--- config.mk ---
export PLATFORM = sky130hd
export DESIGN_NAME = generador_estimulos
export DESIGN_NICKNAME = d
export VERILOG_FILES = /design/src/rtl/generador_estimulos.sv
export SDC_FILE = /design/constraint.sdc
export NUM_CORES = 1
export LEC_CHECK = 0
export CORE_ASPECT_RATIO = 0.75
export CORE_MARGIN = 4
export CORE_UTILIZATION = 40
export DETAILED_ROUTE_END_ITERATION = 8
export PLACE_DENSITY = 0.63
export SETUP_SLACK_MARGIN = 0.4
export SYNTH_ARGS = -nofsm -noshare
export SYNTH_HDL_FRONTEND = slang
export SYNTH_SLANG_ARGS = --single-unit
--- constraint.sdc ---
create_clock -name clk -period 1.45 [get_ports clk]
set_input_delay 0.145 -clock clk [delete_from_list [all_inputs] [get_ports clk]]
set_output_delay 0.145 -clock clk [all_outputs]
set_load 0.03 [all_outputs]
--- src/rtl/generador_estimulos.sv ---
// Stimulus source for the pipelined adder bench.
// It plays every operand pair once, then a short run of LFSR pairs, then
// waits for the pipeline to drain. Alongside the operands it produces the
// golden sum, delayed so that it lines up with the DUT outputs.
//
// state    | meaning
// ---------+----------------------------------------------------------
// S_IDLE   | after reset, outputs quiet, waiting for start
// S_SWEEP  | exhaustive operand sweep, one pair per cycle
// S_RANDOM | N_RANDOM pseudo-random pairs taken from the LFSR
// S_DRAIN  | PIPE_LAT quiet cycles so the last golden sums come out
// S_DONE   | sequence complete, done held, waiting for start
module generador_estimulos #(
  parameter int          BITS     = 2,
  parameter int          PIPE_LAT = 2,
  parameter int          N_RANDOM = 16,
  parameter logic [15:0] SEED     = 16'hACE1
) (
  input  logic            clk,
  input  logic            reset,
  input  logic            start,
  output logic [BITS-1:0] dato_A,
  output logic [BITS-1:0] dato_B,
  output logic            valid_out,
  output logic [BITS:0]   esperado,
  output logic            valid_esperado,
  output logic            busy,
  output logic            done
);

  localparam int CW = 2 * BITS;
  localparam int RW = (N_RANDOM > 1) ? $clog2(N_RANDOM) : 1;
  localparam int DW = (PIPE_LAT > 1) ? $clog2(PIPE_LAT) : 1;
  localparam int EW = BITS + 2;

  localparam logic [CW-1:0] CNT_LAST  = '1;
  localparam logic [RW-1:0] RND_LOAD  = RW'(N_RANDOM - 1);
  localparam logic [DW-1:0] DRN_LOAD  = DW'(PIPE_LAT - 1);

  typedef enum logic [2:0] {
    S_IDLE,
    S_SWEEP,
    S_RANDOM,
    S_DRAIN,
    S_DONE
  } state_t;

  state_t          state_q, state_d;
  logic [CW-1:0]   cnt_q, cnt_d;
  logic [RW-1:0]   rnd_q, rnd_d;
  logic [DW-1:0]   drn_q, drn_d;
  logic [15:0]     lfsr_q, lfsr_d;
  logic [15:0]     lfsr_next;
  logic [BITS-1:0] dato_a_q, dato_a_d;
  logic [BITS-1:0] dato_b_q, dato_b_d;
  logic            valid_q, valid_d;
  logic [BITS:0]   sum;

  // Each delay-line stage holds {sum, valid}; stage 0 is the newest.
  logic [PIPE_LAT-1:0][EW-1:0] dl_q, dl_d;

  assign lfsr_next = {lfsr_q[14:0], lfsr_q[15] ^ lfsr_q[13] ^ lfsr_q[12] ^ lfsr_q[10]};
  assign sum       = {1'b0, dato_a_q} + {1'b0, dato_b_q};

  // Next-state logic; the operand registers are loaded with the pair that
  // the upcoming state shows, so the pair appears in the same cycle as the state.
  always_comb begin
    state_d  = state_q;
    cnt_d    = cnt_q;
    rnd_d    = rnd_q;
    drn_d    = drn_q;
    lfsr_d   = lfsr_q;
    dato_a_d = '0;
    dato_b_d = '0;
    valid_d  = 1'b0;
    case (state_q)
      S_IDLE, S_DONE: begin
        if (start) begin
          state_d = S_SWEEP;
          cnt_d   = '0;
          lfsr_d  = SEED;
          valid_d = 1'b1;
        end
      end
      S_SWEEP: begin
        cnt_d = cnt_q + 1'b1;
        if (cnt_q == CNT_LAST) begin
          if (N_RANDOM > 0) begin
            // lfsr still holds SEED here, so the first random pair comes from it.
            state_d  = S_RANDOM;
            rnd_d    = RND_LOAD;
            dato_a_d = lfsr_q[BITS-1:0];
            dato_b_d = lfsr_q[CW-1:BITS];
            valid_d  = 1'b1;
          end else begin
            state_d = S_DRAIN;
            drn_d   = DRN_LOAD;
          end
        end else begin
          dato_a_d = cnt_d[BITS-1:0];
          dato_b_d = cnt_d[CW-1:BITS];
          valid_d  = 1'b1;
        end
      end
      S_RANDOM: begin
        lfsr_d = lfsr_next;
        if (rnd_q == '0) begin
          state_d = S_DRAIN;
          drn_d   = DRN_LOAD;
        end else begin
          rnd_d    = rnd_q - 1'b1;
          dato_a_d = lfsr_next[BITS-1:0];
          dato_b_d = lfsr_next[CW-1:BITS];
          valid_d  = 1'b1;
        end
      end
      S_DRAIN: begin
        if (drn_q == '0) begin
          state_d = S_DONE;
        end else begin
          drn_d = drn_q - 1'b1;
        end
      end
      default: state_d = S_IDLE;
    endcase
  end

  // Golden delay line: shift {sum, valid} one stage per cycle.
  always_comb begin
    dl_d    = dl_q;
    dl_d[0] = {sum, valid_q};
    for (int i = 1; i < PIPE_LAT; i++) begin
      dl_d[i] = dl_q[i-1];
    end
  end

  // State, counters, operands and delay line; reset overrides start.
  always_ff @(posedge clk) begin
    if (reset) begin
      state_q  <= S_IDLE;
      cnt_q    <= '0;
      rnd_q    <= '0;
      drn_q    <= '0;
      lfsr_q   <= SEED;
      dato_a_q <= '0;
      dato_b_q <= '0;
      valid_q  <= 1'b0;
      dl_q     <= '0;
    end else begin
      state_q  <= state_d;
      cnt_q    <= cnt_d;
      rnd_q    <= rnd_d;
      drn_q    <= drn_d;
      lfsr_q   <= lfsr_d;
      dato_a_q <= dato_a_d;
      dato_b_q <= dato_b_d;
      valid_q  <= valid_d;
      dl_q     <= dl_d;
    end
  end

  assign dato_A         = dato_a_q;
  assign dato_B         = dato_b_q;
  assign valid_out      = valid_q;
  assign esperado       = dl_q[PIPE_LAT-1][EW-1:1];
  assign valid_esperado = dl_q[PIPE_LAT-1][0];
  assign busy           = (state_q == S_SWEEP) || (state_q == S_RANDOM) || (state_q == S_DRAIN);
  assign done           = (state_q == S_DONE);

endmodule

=== Yosys cells after proc, flatten, opt, wreduce, memory -nomap -nowiden ===
Cells that the tools add are included.

* Muxes and demuxes: 24
* Bitwise gates (word level): 3
* Equality and inequality tests: 10
* Add/sub/neg operators: 4
* Reductions and logical operators: 14

{| class="wikitable"
|+ Operators by type and width
! kind !! number
|-
| $pmux 16 s2 || 1
|-
| $mux 16 || 1
|-
| $pmux 4 s2 || 2
|-
| $mux 3 || 4
|-
| $mux 4 || 3
|-
| $pmux 3 s4 || 1
|-
| $ne 2x2->1 const B || 5
|-
| $mux 2 || 4
|-
| $pmux 2 s2 || 2
|-
| $reduce_bool 2->1 || 4
|-
| $eq 3x2->1 const B || 2
|-
| $reduce_and 2->1 || 3
|-
| $add 4x1->4 const B || 1
|-
| $eq 4x4->1 const B || 1
|-
| $logic_not 4->1 || 1
|-
| $mux 1 || 4
|-
| $reduce_and 4->1 || 1
|-
| $sub 4x1->4 const B || 1
|-
| $add 2x2->3 || 1
|-
| $eq 3x1->1 const B || 1
|-
| $eq 3x3->1 const B || 1
|-
| $logic_not 3->1 || 1
|-
| $pmux 1 s3 || 1
|-
| $reduce_and 3->1 || 1
|-
| other kinds (5) || 8
|}

* Bits in registers: 41
* Output and inout port bits: 11
* Logic and storage cells: 65

=== Longest topological paths before layout ===
Gate-level depths: netlist of the first run.

* Word-level depth: 5
* Mapped depth: 6

=== Worst setup path after synthesis of the first run ===
No wires, ideal clock.

* Path kind: register to register
* Start point: register rnd_q[0]
* End point: register state_q[0]
* Data required time: 1334 ps
* Setup slack: -110 ps
* Arrival time: 1444 ps
* Stages on the path, launching flop included: 7
* Buffers on the path: 0
* Cell sequence: dfxtp_1 inv_1 ha_1 nor3b_2 a2bb2oi_1 a21oi_1 a31o_2

* Word-level cells in the longest chain between the ends: 3

{| class="wikitable"
|+ RTL lines
! what !! line !! text
|-
| from (decl) || 50 || <nowiki>logic [RW-1:0] rnd_q, rnd_d;</nowiki>
|-
| from (signal assigned) || 152 || <nowiki>rnd_q <= rnd_d;</nowiki>
|-
| $logic_not 4->1 || 107 || <nowiki>if (rnd_q == '0) begin</nowiki>
|-
| $ne 2x2->1 (no line) || n/a ||
|-
| $reduce_and 4->1 (no line) || n/a ||
|-
| to (signal assigned) || 150 || <nowiki>state_q <= state_d;</nowiki>
|-
| to (decl) || 48 || <nowiki>state_t state_q, state_d;</nowiki>
|}

No other way between the ends.
A chain may end at the register's enable or synchronous reset.

=== Worst setup path after layout of the first run ===
* Start point: register state_q[1]
* End point: register rnd_q[2]

* Word-level cells in the longest chain between the ends: 3

{| class="wikitable"
|+ RTL lines
! what !! line !! text
|-
| $eq 3x2->1 or $eq 3x1->1 (tied branches) || 76 || <nowiki>case (state_q)</nowiki>
|-
| $ne 2x2->1 (no line) or $reduce_bool 2->1 (tied branches) || n/a ||
|-
| $reduce_and 3->1 (no line) || n/a ||
|}

Several ways; a longest one is shown, not always the timed one.

==> impl_metrics.tcl, run 1 <==
set metrics [dict create \
    post-place-ws_ns -0.0350 \
    clockRootBuffer "clkbuf_8" \
    use_met3_pct 4.19 \
    yosys_warnings 0 \
    setup_violations 1 \
    hp-start "dl_d[6]" \
    grt_max_degree 21 \
    fin_area_sq_um 2550 \
    swShare_pct 35.6 \
    fin_nets 239 \
    vdd_drop_max_v 0.000770 \
    hpwl_um 2700 \
    arrival_ns 1.64 \
    max_stage_delay_ns 0.43 \
    grt_use_total_pct 15.9 \
    cts_tree "done" \
    synth-main-ff-cell "dfxtp_1" \
    layout-drive-gt1-share_pct 54.1 \
    hold_violations 0 \
    syn2layout_area_growth_pct 49.4 \
    critPathSlowestCell "or3b_4" \
    drt-initial-drc-count 92 \
    synth-async-reset-ratio_pct 0 \
    power.internal_mw 2.72 \
    required_ns 1.63 \
    fp.dieH_um 64.5 \
    clockPowerShare_pct 16.4 \
    fmax_ghz 0.685 \
    overflow 0 \
    synth_area_sq_um 1710 \
    fin_util_pct 62.5 \
    crit_type "flip-flop to flip-flop" \
    clock_skew_ns 0.00578 \
    antenna_left 0 \
    power_switching_mw 1.51 \
    relSlewSlack_pct 77.5 \
    path_buf_inv 1 \
    cellPowerDensity_nw_per_um2 1660 \
    chipWidth_um 83.4 \
    grt_busiest_layer "met2" \
    n_antenna_cell 0 \
    via_per_inst 5.21 \
    postPlaceCellArea_sq_um 2060 \
    ys_ff_latch 41 \
    htree_levels 2 \
    cp_top_family "simple AND/OR/NAND/NOR gates" \
    min_path_type "flip-flop to flip-flop" \
    whs_ns 0.440 \
    grt_setup_unrepaired "yes" \
    clkSinkCount 41 \
    comb_power_share_pct 49.6 \
    synth_area_leader_cell "dfxtp_1" \
    tightestPinTransition_ns 0.336 \
    numCtsBuffers 5 \
    initial_utilization_pct 41.8 \
    fin_crit_sh_pct 101 \
    num_vias 1500 \
    synthCells 185 \
    slew_violations 0 \
    grtUsageMet2_pct 27.1 \
    cp-start-kind "flip-flop" \
    ctsHoldBuffers 0 \
    path_cells "or3b_4 -> buf_4 -> o21ai_4 -> nand2_1 -> a32o_1" \
    pwr-share-seq_pct 34.0 \
    avgSynthCellArea_sq_um 9.22 \
    core_area_sq_um 4080 \
    synth_top_cell_area_share_pct 48.1 \
    met1_usage_pct 19.3 \
    antenna_found_initial 0 \
    insertion_delay_ns 0.29 \
    rows 20 \
    wl_per_cell_um 14.9 \
    maxCapViolations 0 \
    ios 14 \
    ys_seq_area_share_pct 48.1 \
    setup_slack_ns -0.00978 \
    io_buffer_count 13 \
    drt_pre_antenna_iters 4 \
    route.detailed.drc 0 \
    crit_start "state_q[1]" \
    ys_types 42 \
    synth_edf_count 0 \
    violations "negative setup slack" \
    r2r-start "state_q[1]" \
    layout_min_cycle_time_ns 1.46 \
    status "finished with violations" \
    crit_fanout 4 \
    grt_pass1_vias 1506 \
    power_mw 4.23 \
    clk_pin_slew_ns 0.07 \
    grt_pass1_wl_um 6880 \
    syn_nets 192 \
    leakage_nw 0.955 \
    end_kind "flip-flop" \
    routed_wl_um 4300 \
    synthTopCellsByArea "dfxtp_1 (48%), nor2_1 (5.1%), a21oi_1 (4.4%)" \
    dieArea_sq_um 5380 \
    place_congestion 0.801 \
    max-clock-path-buffers 2 \
]
repair_timing:
| item | CTS | global route |
|---|---|---|
| hold endpoints to repair | 0 | 0 |
| buffers inserted | 10 | 9 |
| pin swaps | 20 | 22 |
| resized for setup | 69 | 52 |
| setup endpoints to repair | 45 | 40 |
synth_stat cells, types with 3 or more instances:
master and number:
a22oi_1 10, dfxtp_1 41, o22ai_1 7, ha_1 3, nor2b_1 6, a211oi_1 5
nor3_1 5, o21ai_0 3, o211ai_1 3, a21oi_1 15, nor2_1 23, nand2_1 15
clkbuf_1 5, inv_1 8
worst paths after layout:
check | to | slack (ns) | cells past startpoint
max | rnd_q[2] | -0.01 | 5
min | esperado[1] | 0.44 | 1
max reg2reg | rnd_q[2] | -0.01 | 5
min reg2reg | esperado[1] | 0.44 | 1
power by group through the flow:
stage	sequential, mW	combinational [mW]	clock [mW]
2_1_floorplan	1.45	0.890	0
3_3_place_gp	1.42	1.27	0
3_5_place_dp	1.43	1.31	0
4_1_cts	1.42	1.62	0.716
5_1_grt	1.46	2.25	0.766
6_report	1.44	2.10	0.693
routing by layer:
metal / wire (um) / up-vias / share of wire [%]
met5: 0 / - / 0
met4: 46 / 0 / 1.1
met3: 109 / 5 / 2.5
met2: 2080 / 13 / 48
met1: 2060 / 732 / 48
li1: - / 750 / -
final cells by class:
type,count,area [sq um]
clock buffer,7,76.3
clock inverter,1,5.00
fill,335,1530
inverter,8,32.5
multi-input combinational,126,1090
sequential,41,842
tap,55,68.8
timing repair buffer,50,438
stage by stage:
step	TNS (ns)	instances
3_5_place_dp	-0.0578	261
4_1_cts	0	279
2_1_floorplan	-0.0176	185
5_1_grt	-0.200	288
6_report	-0.00978	288
3_3_place_gp	0	261
kinds of logic (layout without fill, tap and decap cells):
family,after synthesis,count (layout),synth area share [%]
compound gates,53,53,21.0
flops,41,41,48.1
buf+inv,18,66,5.36
xor+xnor,3,3,1.54
mux,1,1,0.660
simple gates,65,65,20.0
fa+ha+maj,4,4,3.38
cell usage in the layout, fill, tap and decap left out, drive strengths merged, types with 3 or more instances in the layout:
cell    synthesis  layout
buf             5      48
nand2          15      15
o22ai           7       7
a211oi          5       5
nor3b           3       3
nor2b           6       6
clkbuf          5       7
inv             8       8
o21ai           4       4
a21oi          16      16
ha              3       3
a22oi          10      10
o211ai          3       3
nor3            5       5
dfxtp          41      41
nor2           24      24
registers in the layout, indices dropped and copies added (netlist names):
signal	cells
dato_A	2
lfsr_q	16
state_q	3
valid_out	1
dato_B	2
drn_q	1
esperado	3
rnd_q	4
dl_d	4
valid_esperado	1
cnt_q	4
Note: power is estimated with default switching activity, not from simulation.
==> inputs of run 2 (changes only) <==
--- a/config.mk
+++ b/config.mk
@@ -9,8 +9,8 @@
 export CORE_MARGIN = 4
 export CORE_UTILIZATION = 40
 export DETAILED_ROUTE_END_ITERATION = 8
-export PLACE_DENSITY = 0.63
-export SETUP_SLACK_MARGIN = 0.4
+export PLACE_DENSITY = 0.61
+export SETUP_SLACK_MARGIN = 0.1
 export SYNTH_ARGS = -nofsm -noshare
 export SYNTH_HDL_FRONTEND = slang
 export SYNTH_SLANG_ARGS = --single-unit
==> constraint.sdc (replaced) <==
create_clock -name clk -period 1.8 [get_ports clk]
set_input_delay 0.18 -clock clk [delete_from_list [all_inputs] [get_ports clk]]
set_output_delay 0.18 -clock clk [all_outputs]
set_load 0.03 [all_outputs]
==> impl_metrics.tcl, run 2 (same netlist as run 1, synthesis figures left out) <==
set metrics [dict create \
    status "finished clean" \
    relSlewSlack_pct 64.0 \
    io_buffer_count 13 \
    fin_nets 208 \
    layout_commonest_cell "dfxtp_1" \
    fin_util_pct 50.1 \
    grt_pass1_vias 1319 \
    reg2reg_depth 8 \
    num_vias 1372 \
    overflow 0 \
    max-clock-path-buffers 2 \
    syn2layout_area_growth_pct 19.7 \
    setup_violations 0 \
    top_layer "met4" \
    hpwl_um 2450 \
    fmax_ghz 0.635 \
    cellPowerDensity_nw_per_um2 1380 \
    antenna_found_initial 0 \
    numCtsBuffers 5 \
    grt_setup_unrepaired "no" \
    core_area_sq_um 4080 \
    leakage_nw 0.731 \
    tightestPinTransition_ns 0.541 \
    required_ns 1.97 \
    wl_met2_um 1610 \
    n_antenna_cell 0 \
    cts_tree "done" \
    crit_start "rnd_q[0]" \
    routed_wl_um 3560 \
    regToRegSetupSlack_ns 0.23 \
    grt_pass1_wl_um 6200 \
    layout-drive-gt1-share_pct 15.8 \
    clkSinkCount 41 \
    min_path_type "flip-flop to flip-flop" \
    antenna_left 0 \
    drt-met1-wl_um 1680 \
    fin_crit_sh_pct 87.5 \
    htree_levels 2 \
    r2r_end "dato_A[1]" \
    drt-initial-drc-count 81 \
    maxCapViolations 0 \
    wl_per_cell_um 13.9 \
    fin_area_sq_um 2040 \
    place_congestion 0.904 \
    met3_length_um 208 \
    layout_min_cycle_time_ns 1.57 \
    post-place-ws_ns 0.105 \
    via_per_inst 5.34 \
    dieArea_sq_um 5380 \
    crit_fanout 6 \
    drt_pre_antenna_iters 4 \
    chipWidth_um 83.4 \
    r2r-start "rnd_q[0]" \
    route.detailed.drc 0 \
    setup_slack_ns 0.225 \
    initial_utilization_pct 41.8 \
    top_register "lfsr_q" \
    fp.dieH_um 64.5 \
    ctsHoldBuffers 0 \
    end_kind "flip-flop" \
    ios 14 \
    grt_use_total_pct 14.2 \
    whs_path_depth 1 \
    insertion_delay_ns 0.28 \
    clk_pin_slew_ns 0.08 \
    power_mw 2.81 \
    postPlaceCellArea_sq_um 1890 \
    hold_end "esperado[2]" \
    clockRootBuffer "clkbuf_8" \
    final_cell_mix "dfxtp_1 (38), nor2_1 (23), nand2_1 (15), a21oi_1 (13), clkdlybuf4s50_1 (11)" \
    largest_register_ffs 16 \
    hold_violations 0 \
    crit_type "flip-flop to flip-flop" \
    clock_skew_ns 0.00666 \
    grt_max_degree 30 \
    slew_violations 0 \
    cp-start-kind "flip-flop" \
    arrival_ns 1.75 \
    hp-start "dl_d[7]" \
    tns_ns 0 \
    vdd_drop_max_v 0.000563 \
    rows 20 \
]
run 2: worst max-delay path by stage:
| stage | slack [ns] | to |
|---|---|---|
| global placement | 0.14 | dato_B[1] |
| global route | 0.09 | rnd_q[1] |
| floorplan | 0.24 | state_q[0] |
| CTS | 0.12 | rnd_q[2] |
| finish | 0.23 | dato_A[1] |
| detailed placement | 0.11 | dato_B[1] |
run 2: per-stage QoR:
step                      hold slack [ns]  cells
after detailed placement            0.426    247
final                               0.439    257
after global routing                0.463    257
after global placement              0.421    247
after floorplan                     0.414    185
after CTS                           0.443    255
run 2: final cells by class:
type                            instances  area, sq um
Fill cell                             380         2040
Sequential cell                        41          825
Multi-Input combinational cell        126          821
Timing Repair Buffer                   19          181
Clock buffer                            7         86.3
Tap cell                               55         68.8
Clock inverter                          1         30.0
Inverter                                8         30.0
run 2: what timing repair did:
item / 4_1_cts / 5_1_grt
setup endpoints to repair: 3 / 20
pin swaps: 0 / 1
buffers inserted: 0 / 2
resized for setup: 3 / 11
run 2: power by group:
| part | switching, mW | internal [mW] |
|---|---|---|
| Clock | 0.292 | 0.452 |
| Combinational | 0.519 | 0.398 |
| Sequential | 0.117 | 1.03 |
| Total | 0.929 | 1.88 |
run 2: critical path, cell delays in order (launching register included):
cell and delay, ns:
dfxtp_2 0.34, inv_1 0.05, ha_1 0.20, nor3b_4 0.26, buf_4 0.18, nor2_4 0.06, buf_4 0.14, a22oi_1 0.18
nor2_1 0.05
run 2: routing by layer:
metal	vias to the layer above	global-route usage (%)
met5	-	0
li1	684	-
met1	640	17.3
met2	41	23.6
met4	0	6.12
met3	7	3.94
==> inputs of run 3 (changes only) <==
--- a/config.mk
+++ b/config.mk
@@ -8,6 +8,7 @@
 export CORE_ASPECT_RATIO = 0.75
 export CORE_MARGIN = 4
 export CORE_UTILIZATION = 40
+export CTS_CLUSTER_SIZE = 25
 export DETAILED_ROUTE_END_ITERATION = 8
 export PLACE_DENSITY = 0.61
 export SETUP_SLACK_MARGIN = 0.1
==> results of run 3 <==
Same layout as run 2: the final DEF is identical, and so are final timing and power.
